==> config.mk <==
export PLATFORM = sky130hd
export DESIGN_NAME = regfile
export DESIGN_NICKNAME = d
export VERILOG_FILES = /design/src/rtl/regfile_pkg.sv /design/src/rtl/regfile_rdport.sv /design/src/rtl/regfile.sv
export SDC_FILE = /design/constraint.sdc
export NUM_CORES = 1
export LEC_CHECK = 0
export BUFFER_PORTS_ARGS = -buffer_cell sky130_fd_sc_hd__buf_2
export CORE_MARGIN = 4
export CORE_UTILIZATION = 45
export DETAILED_ROUTE_END_ITERATION = 10
export GPL_TIMING_DRIVEN = 0
export MAX_ROUTING_LAYER = met4
export PLACE_DENSITY = 0.66
export SYNTH_ARGS = -nofsm -noshare
export SYNTH_HDL_FRONTEND = slang
export SYNTH_SLANG_ARGS = --single-unit
==> constraint.sdc <==
create_clock -name clk -period 1.7 [get_ports clk]
set_clock_uncertainty 0.15 [all_clocks]
set_input_delay 0.34 -clock clk [delete_from_list [all_inputs] [get_ports clk]]
set_output_delay 0.34 -clock clk [all_outputs]
set_load 0.01 [all_outputs]
==> src/rtl/regfile_pkg.sv <==
// Shared sizing constants and operand typedefs for the datapath register file.
// These constants supply the default configuration used by regfile and regfile_rdport.
package regfile_pkg;
  localparam int RF_DATA_W = 8;
  localparam int RF_REG_N  = 8;
  localparam int RF_ADDR_W = 3;

  typedef logic [RF_ADDR_W-1:0] addr_t;
  typedef logic [RF_DATA_W-1:0] data_t;
endpackage

==> src/rtl/regfile_rdport.sv <==
// One combinational read port: address mux, register-0 zero force, optional write-through.
// Read latency is zero. This is a pure mux with no flow control.
module regfile_rdport
  import regfile_pkg::*;
#(
  parameter int DATA_W = RF_DATA_W,
  parameter int REG_N  = RF_REG_N,
  parameter int ADDR_W = RF_ADDR_W,
  parameter int BYPASS = 1
) (
  input  logic [REG_N-1:0][DATA_W-1:0] regs_i,
  input  logic [ADDR_W-1:0]            ra_i,
  input  logic [ADDR_W-1:0]            wa_i,
  input  logic [DATA_W-1:0]            wd_i,
  input  logic                         we_i,
  input  logic                         rst_i,
  output logic [DATA_W-1:0]            rd_o
);

  logic fwd;

  // ra_i != 0 is already implied on the forwarding path, so no separate wa_i != 0 term is needed.
  assign fwd = (BYPASS != 0) && we_i && !rst_i && (wa_i == ra_i);

  always_comb begin
    rd_o = regs_i[ra_i];
    if (ra_i == '0) begin
      rd_o = '0;
    end else if (fwd) begin
      rd_o = wd_i;
    end
  end

endmodule

==> src/rtl/regfile.sv <==
// REG_N x DATA_W register file: two combinational read ports, one write port, r0 reads zero.
// Writes land one edge later and reads take zero cycles. It accepts one write every cycle.
module regfile
  import regfile_pkg::*;
#(
  parameter int DATA_W = RF_DATA_W,
  parameter int REG_N  = RF_REG_N,
  parameter int ADDR_W = RF_ADDR_W,
  parameter int BYPASS = 1
) (
  input  logic              clk,
  input  logic              rst,
  input  logic [ADDR_W-1:0] RA1,
  input  logic [ADDR_W-1:0] RA2,
  input  logic [ADDR_W-1:0] WA,
  input  logic [DATA_W-1:0] WD,
  input  logic              WE,
  output logic [DATA_W-1:0] RD1,
  output logic [DATA_W-1:0] RD2
);

  logic [REG_N-1:0][DATA_W-1:0] regs_q;
  logic [REG_N-1:0][DATA_W-1:0] regs_d;

  always_comb begin
    regs_d = regs_q;
    if (WE && (WA != '0)) begin
      regs_d[WA] = WD;
    end
    regs_d[0] = '0;
  end

  // Reset dominates any write that is presented in the same cycle.
  always_ff @(posedge clk) begin
    if (rst) begin
      regs_q <= '0;
    end else begin
      regs_q <= regs_d;
    end
  end

  regfile_rdport #(
    .DATA_W(DATA_W), .REG_N(REG_N), .ADDR_W(ADDR_W), .BYPASS(BYPASS)
  ) u_rd1 (
    .regs_i(regs_q), .ra_i(RA1), .wa_i(WA), .wd_i(WD),
    .we_i(WE), .rst_i(rst), .rd_o(RD1)
  );

  regfile_rdport #(
    .DATA_W(DATA_W), .REG_N(REG_N), .ADDR_W(ADDR_W), .BYPASS(BYPASS)
  ) u_rd2 (
    .regs_i(regs_q), .ra_i(RA2), .wa_i(WA), .wd_i(WD),
    .we_i(WE), .rst_i(rst), .rd_o(RD2)
  );

endmodule

== Word level (Yosys, flattened, before mapping) ==
Cells that the tools add are included.

* Magnitude comparators: 4
* Equal/unequal tests: 2
* Mux-type cells: 11
* Reduce and logical (&&, ||, !) cells: 9

{| class="wikitable"
|+ Operators with widths
! cell !! number
|-
| 64-bit bitwise mux || 1
|-
| 8-bit two-way mux || 7
|-
| 8-bit binary-select mux with 3-bit select || 2
|-
| 8-bit demux with 3-bit select || 1
|-
| 3-bit by 4-bit less-than comparator with 1-bit output (second input constant) || 3
|-
| 3-bit equality test || 2
|-
| 3-bit logical NOT || 2
|-
| 1-bit logical AND || 5
|-
| 3-bit by 1-bit greater-or-equal comparator with 1-bit output (second input constant) || 1
|-
| 3-bit nonzero test || 1
|-
| 1-bit logical NOT || 1
|}

* Register bits: 64
* Input port bits: 20
* Output and inout bits: 16

== Depth between registers and ports, before layout ==
* Word-level depth: 5
* Mapped depth: 6
* Depth with buffers taken out: 4

== Cells and area by module ==
From an unflattened synthesis, not the netlist that was laid out.

* Cell total of the unflattened synthesis: 307
* Area, all modules: 3703.6 µm²

{| class="wikitable"
|+ By module, submodules not included
! module !! instances !! cells each !! area each (µm²) !! sequential area each (µm²)
|-
| regfile || 1 || 203 || 2322.2 || 1121.1
|-
| regfile_rdport || 2 || 52 || 690.7 || 0.0
|}

== Worst setup path before layout ==
Ideal clock, no wire load.

* Path kind: input to output
* Start point: in WA[1]
* End point: out RD2[0]
* Arrival: 1.371 ns
* Data required time: 1.210 ns
* Slack: -0.161 ns
* Stages: 5
* Path through: buf_4 -> xnor2_1 -> and4_2 -> a2111oi_0 -> nor3_1

* Cells in the longest elaborated chain, start to end: 4

{| class="wikitable"
|+ RTL lines
! what !! line !! RTL
|-
| start: declaration || regfile.sv:15 || <nowiki>input logic [ADDR_W-1:0] WA,</nowiki>
|-
| 3-bit equality test || regfile_rdport.sv:23 || <nowiki>assign fwd = (BYPASS != 0) && we_i && !rst_i && (wa_i == ra_i);</nowiki>
|-
| 1-bit logical AND || regfile_rdport.sv:23 ||
|-
| 8-bit two-way mux || regfile_rdport.sv:29 || <nowiki>end else if (fwd) begin</nowiki>
|-
| 8-bit two-way mux || regfile_rdport.sv:27 || <nowiki>if (ra_i == '0) begin</nowiki>
|-
| end: declaration || regfile.sv:19 || <nowiki>output logic [DATA_W-1:0] RD2</nowiki>
|}

Every way passes these cells.

== Worst setup path after layout ==
* Start point: in RA1[2]
* End point: out RD1[6]

* Cells in the longest elaborated chain, start to end: 4

{| class="wikitable"
|+ RTL lines
! what !! line !! RTL
|-
| start: declaration || regfile.sv:13 || <nowiki>input logic [ADDR_W-1:0] RA1,</nowiki>
|-
| 8-bit binary-select mux with 3-bit select / 3-bit equality test (equally long branches) || regfile_rdport.sv:26, regfile_rdport.sv:23 ||
|-
| 8-bit two-way mux (implied by the code) / 1-bit logical AND (equally long branches) || regfile_rdport.sv:26, regfile_rdport.sv:23 ||
|-
| 8-bit two-way mux || regfile_rdport.sv:29 ||
|-
| 8-bit two-way mux * || regfile_rdport.sv:27 ||
|-
| end: declaration || regfile.sv:18 || <nowiki>output logic [DATA_W-1:0] RD1,</nowiki>
|}

Every way passes the cells marked *; elsewhere a longest branch is shown, timed or not. The select of a mux whose other input is x is not followed.

==> summary.txt <==
Worst setup path
  – CP Launch Type: input port
  – Worst EP arrival: 1620 ps
  – Crit-path max FO: 8
  – Worst Setup End Kind: primary output
  – Critical Path RT: 1210 ps
  – Setup CP Type: input port to primary output

Global routing
  – GRT Total Usage: 26.52%
  – Overflow after GRT: 0
  – Vias in the first global route: 3086
  – Largest net degree at the start of global routing: 16
  – Initial antenna violation count: 0
  – First-pass GRT wire length: 17130 um

STA
  – Final Max Slew Viols: 0
  – Fin crit share: 124.1%
  – Worst-Margin Slew: 795.5 ps
  – Post-layout min period: 2110 ps
  – Setup_tns: -5133 ps
  – Endpoints failing hold: 0
  – RSZ-0062 raised after global routing: yes
  – Achievable frequency: 473.9 MHz
  – Final WS setup: -409.9 ps
  – Rel. slew slack: 46.77%
  – Worst hold slack: 273.8 ps
  – Setup violators final: 16

Clock network
  – Clock transition at the registers of the reported paths: 100 ps
  – Clock Tree Buf Depth: 2
  – Worst-skew pair later-pin latency: 310 ps
  – CTS Sinks: 56
  – CTS buffer count: 5
  – Clock root cell: clkbuf_8
  – CTS tree: built
  – H-tree depth: 2
  – Hold Buf Count CTS: 0

Power
  – Leakage: 1.686 nW
  – VDD IR-drop max: 430.4 uV
  – Pwr Density: 597.9 nW/um2

Floorplanning
  – Core area: 6944 um2
  – Starting Density: 47.14%
  – Die area: 8702 um2
  – DIE HEIGHT: 93.29 um
  – Die Wd: 93.29 um
  – Site row count: 30
  – I/O pins: 36

Outcome
  – Violated checks: setup timing
  – Outcome: finished with violations

Job
  – MaxCap Viol Count: 0

Layout
  – Util after Layout: 65.39%
  – Final std cells w/o fill: 563
  – Ant. Diodes: 0
  – Nets: 487
  – Register with the most flip-flops: regs_q
  – Share of layout cells above drive strength 1: 30.84%
  – Design Area, Final: 4541 um2
  – Top flop regs: regs_q x56
  – Max FFs per register: 56
  – Area growth, synth to finish: 38.72%

Logic synthesis
  – Avg Cell Area, Syn: 7.868 um2
  – Mapped Cells: 416
  – Post-synthesis async set-or-reset flop share: 0%
  – Synth Register Bits: 56
  – Area fraction of the dominant cell type after synthesis: 34.25%
  – Count leader, synth: nand2_1
  – Synthesized Nets: 436
  – Mapped Area: 3273 um2
  – Post-synth EDFFs: 0
  – Ranking of synthesized cells by area: dfxtp_1 (34%), mux2i_1 (17%), nand2_1 (12%), a21oi_1 (7.3%), nor2_1 (4.8%)
  – Largest area contributor in the netlist: dfxtp_1
  – Sequential fraction of the synthesis area: 34.25%
  – Post-synth top flop: dfxtp_1
  – Synth Warn #: 0
  – Yosys cell types: 33
  – Post-synth top cells: nand2_1 (101), dfxtp_1 (56), mux2i_1 (54)

Placement
  – IO buf count: 18
  – Cell total after placement: 530
  – DP HPWL: 7451 um
  – GPL Wtd Cong: 0.8834
  – Area after DPL: 3777 um2

Detailed routing
  – TritonRoute pass-1 iters: 5
  – Final ANT Viol Nets: 0
  – Via count: 3301
  – Detailed-route vias per instance: 5.863
  – Initial drt markers: 316
  – Post-route DRC violation count: 0
  – Final wirelength: 11670 um
  – Routed WL per cell: 20.72 um

Hold path
  – HP Class: input port to register
-- final timing paths --
check	from	to	slack (ps)	cells after the start
worst max-delay path	RA1[2]	RD1[6]	-410	7
worst min-delay path	WD[3]	regs_q[59]	270	3
worst max register to register	regs_q[37]	regs_q[37]	700	3
worst min register to register	regs_q[46]	regs_q[46]	320	2
-- metal layers --
layer,GRT usage (%),vias to the layer above,share of wire (%)
met3,3.218,26,8.6
met5,-,-,0
met1,33.07,1575,38
met2,44.01,153,49
met4,10.01,0,3.7
li1,-,1547,-
-- worst max-delay path, stage by stage --
cell and delay [ps]:
buf_12 130, buf_12 140, mux2i_1 270, o22ai_2 160, a2111oi_4 330, nor3_1 80
buf_2 160
-- cells by family (layout without fill, tap and decap cells) --
family / count (synthesis) / in the layout / synth area share, %
xor gates and xnor gates: 6 / 6 / 1.605
buffers and inverters: 35 / 86 / 6.689
and+or+nand+nor: 183 / 183 / 24.77
AOI/OAI and AO/OA: 80 / 80 / 14.79
DFF: 56 / 56 / 34.25
muxes: 56 / 56 / 17.89
-- cell type report --
type | instances | area (um2)
Clock inverter | 1 | 5.005
Clock buffer | 6 | 72.57
Inverter | 4 | 15.01
Multi-Input combinational cell | 325 | 2454
Tap cell | 96 | 120.1
Buffer | 31 | 314.1
Timing Repair Buffer | 44 | 416.7
Fill cell | 571 | 2404
Sequential cell | 56 | 1144
-- report_power, final --
group	switching, W	total [W]	internal [W]
clock network	0.000439	0.000721	0.000282
registers	0.0000252	0.00136	0.00134
logic	0.000340	0.000629	0.000290
-- per-stage QoR --
stage	setup slack, ps	total power [W]
after global routing	-441.9	0.002807
after detailed placement	-456.4	0.001861
after global placement	-403.6	0.001851
after CTS	-355.8	0.002641
final	-409.9	0.002715
after floorplan	-81.83	0.001740
-- placed cells by master (no fill, tap or decap), drive strengths merged, types with 3 or more instances in the layout --
master	n
nand2b	5
buf	58
nand2	101
a2111oi	14
nand4	3
xnor2	6
clkbuf	23
inv	4
dfxtp	56
mux2i	54
nor2	44
a21oi	48
o22ai	16
nor3	17
-- repair_timing --
action	CTS	global route
gates resized for setup	43	31
endpoints found under the setup margin	16	16
buffers inserted	13	10
cloned	1	2
pin swaps	15	18
No activity file was read; power rests on OpenSTA's default activity.
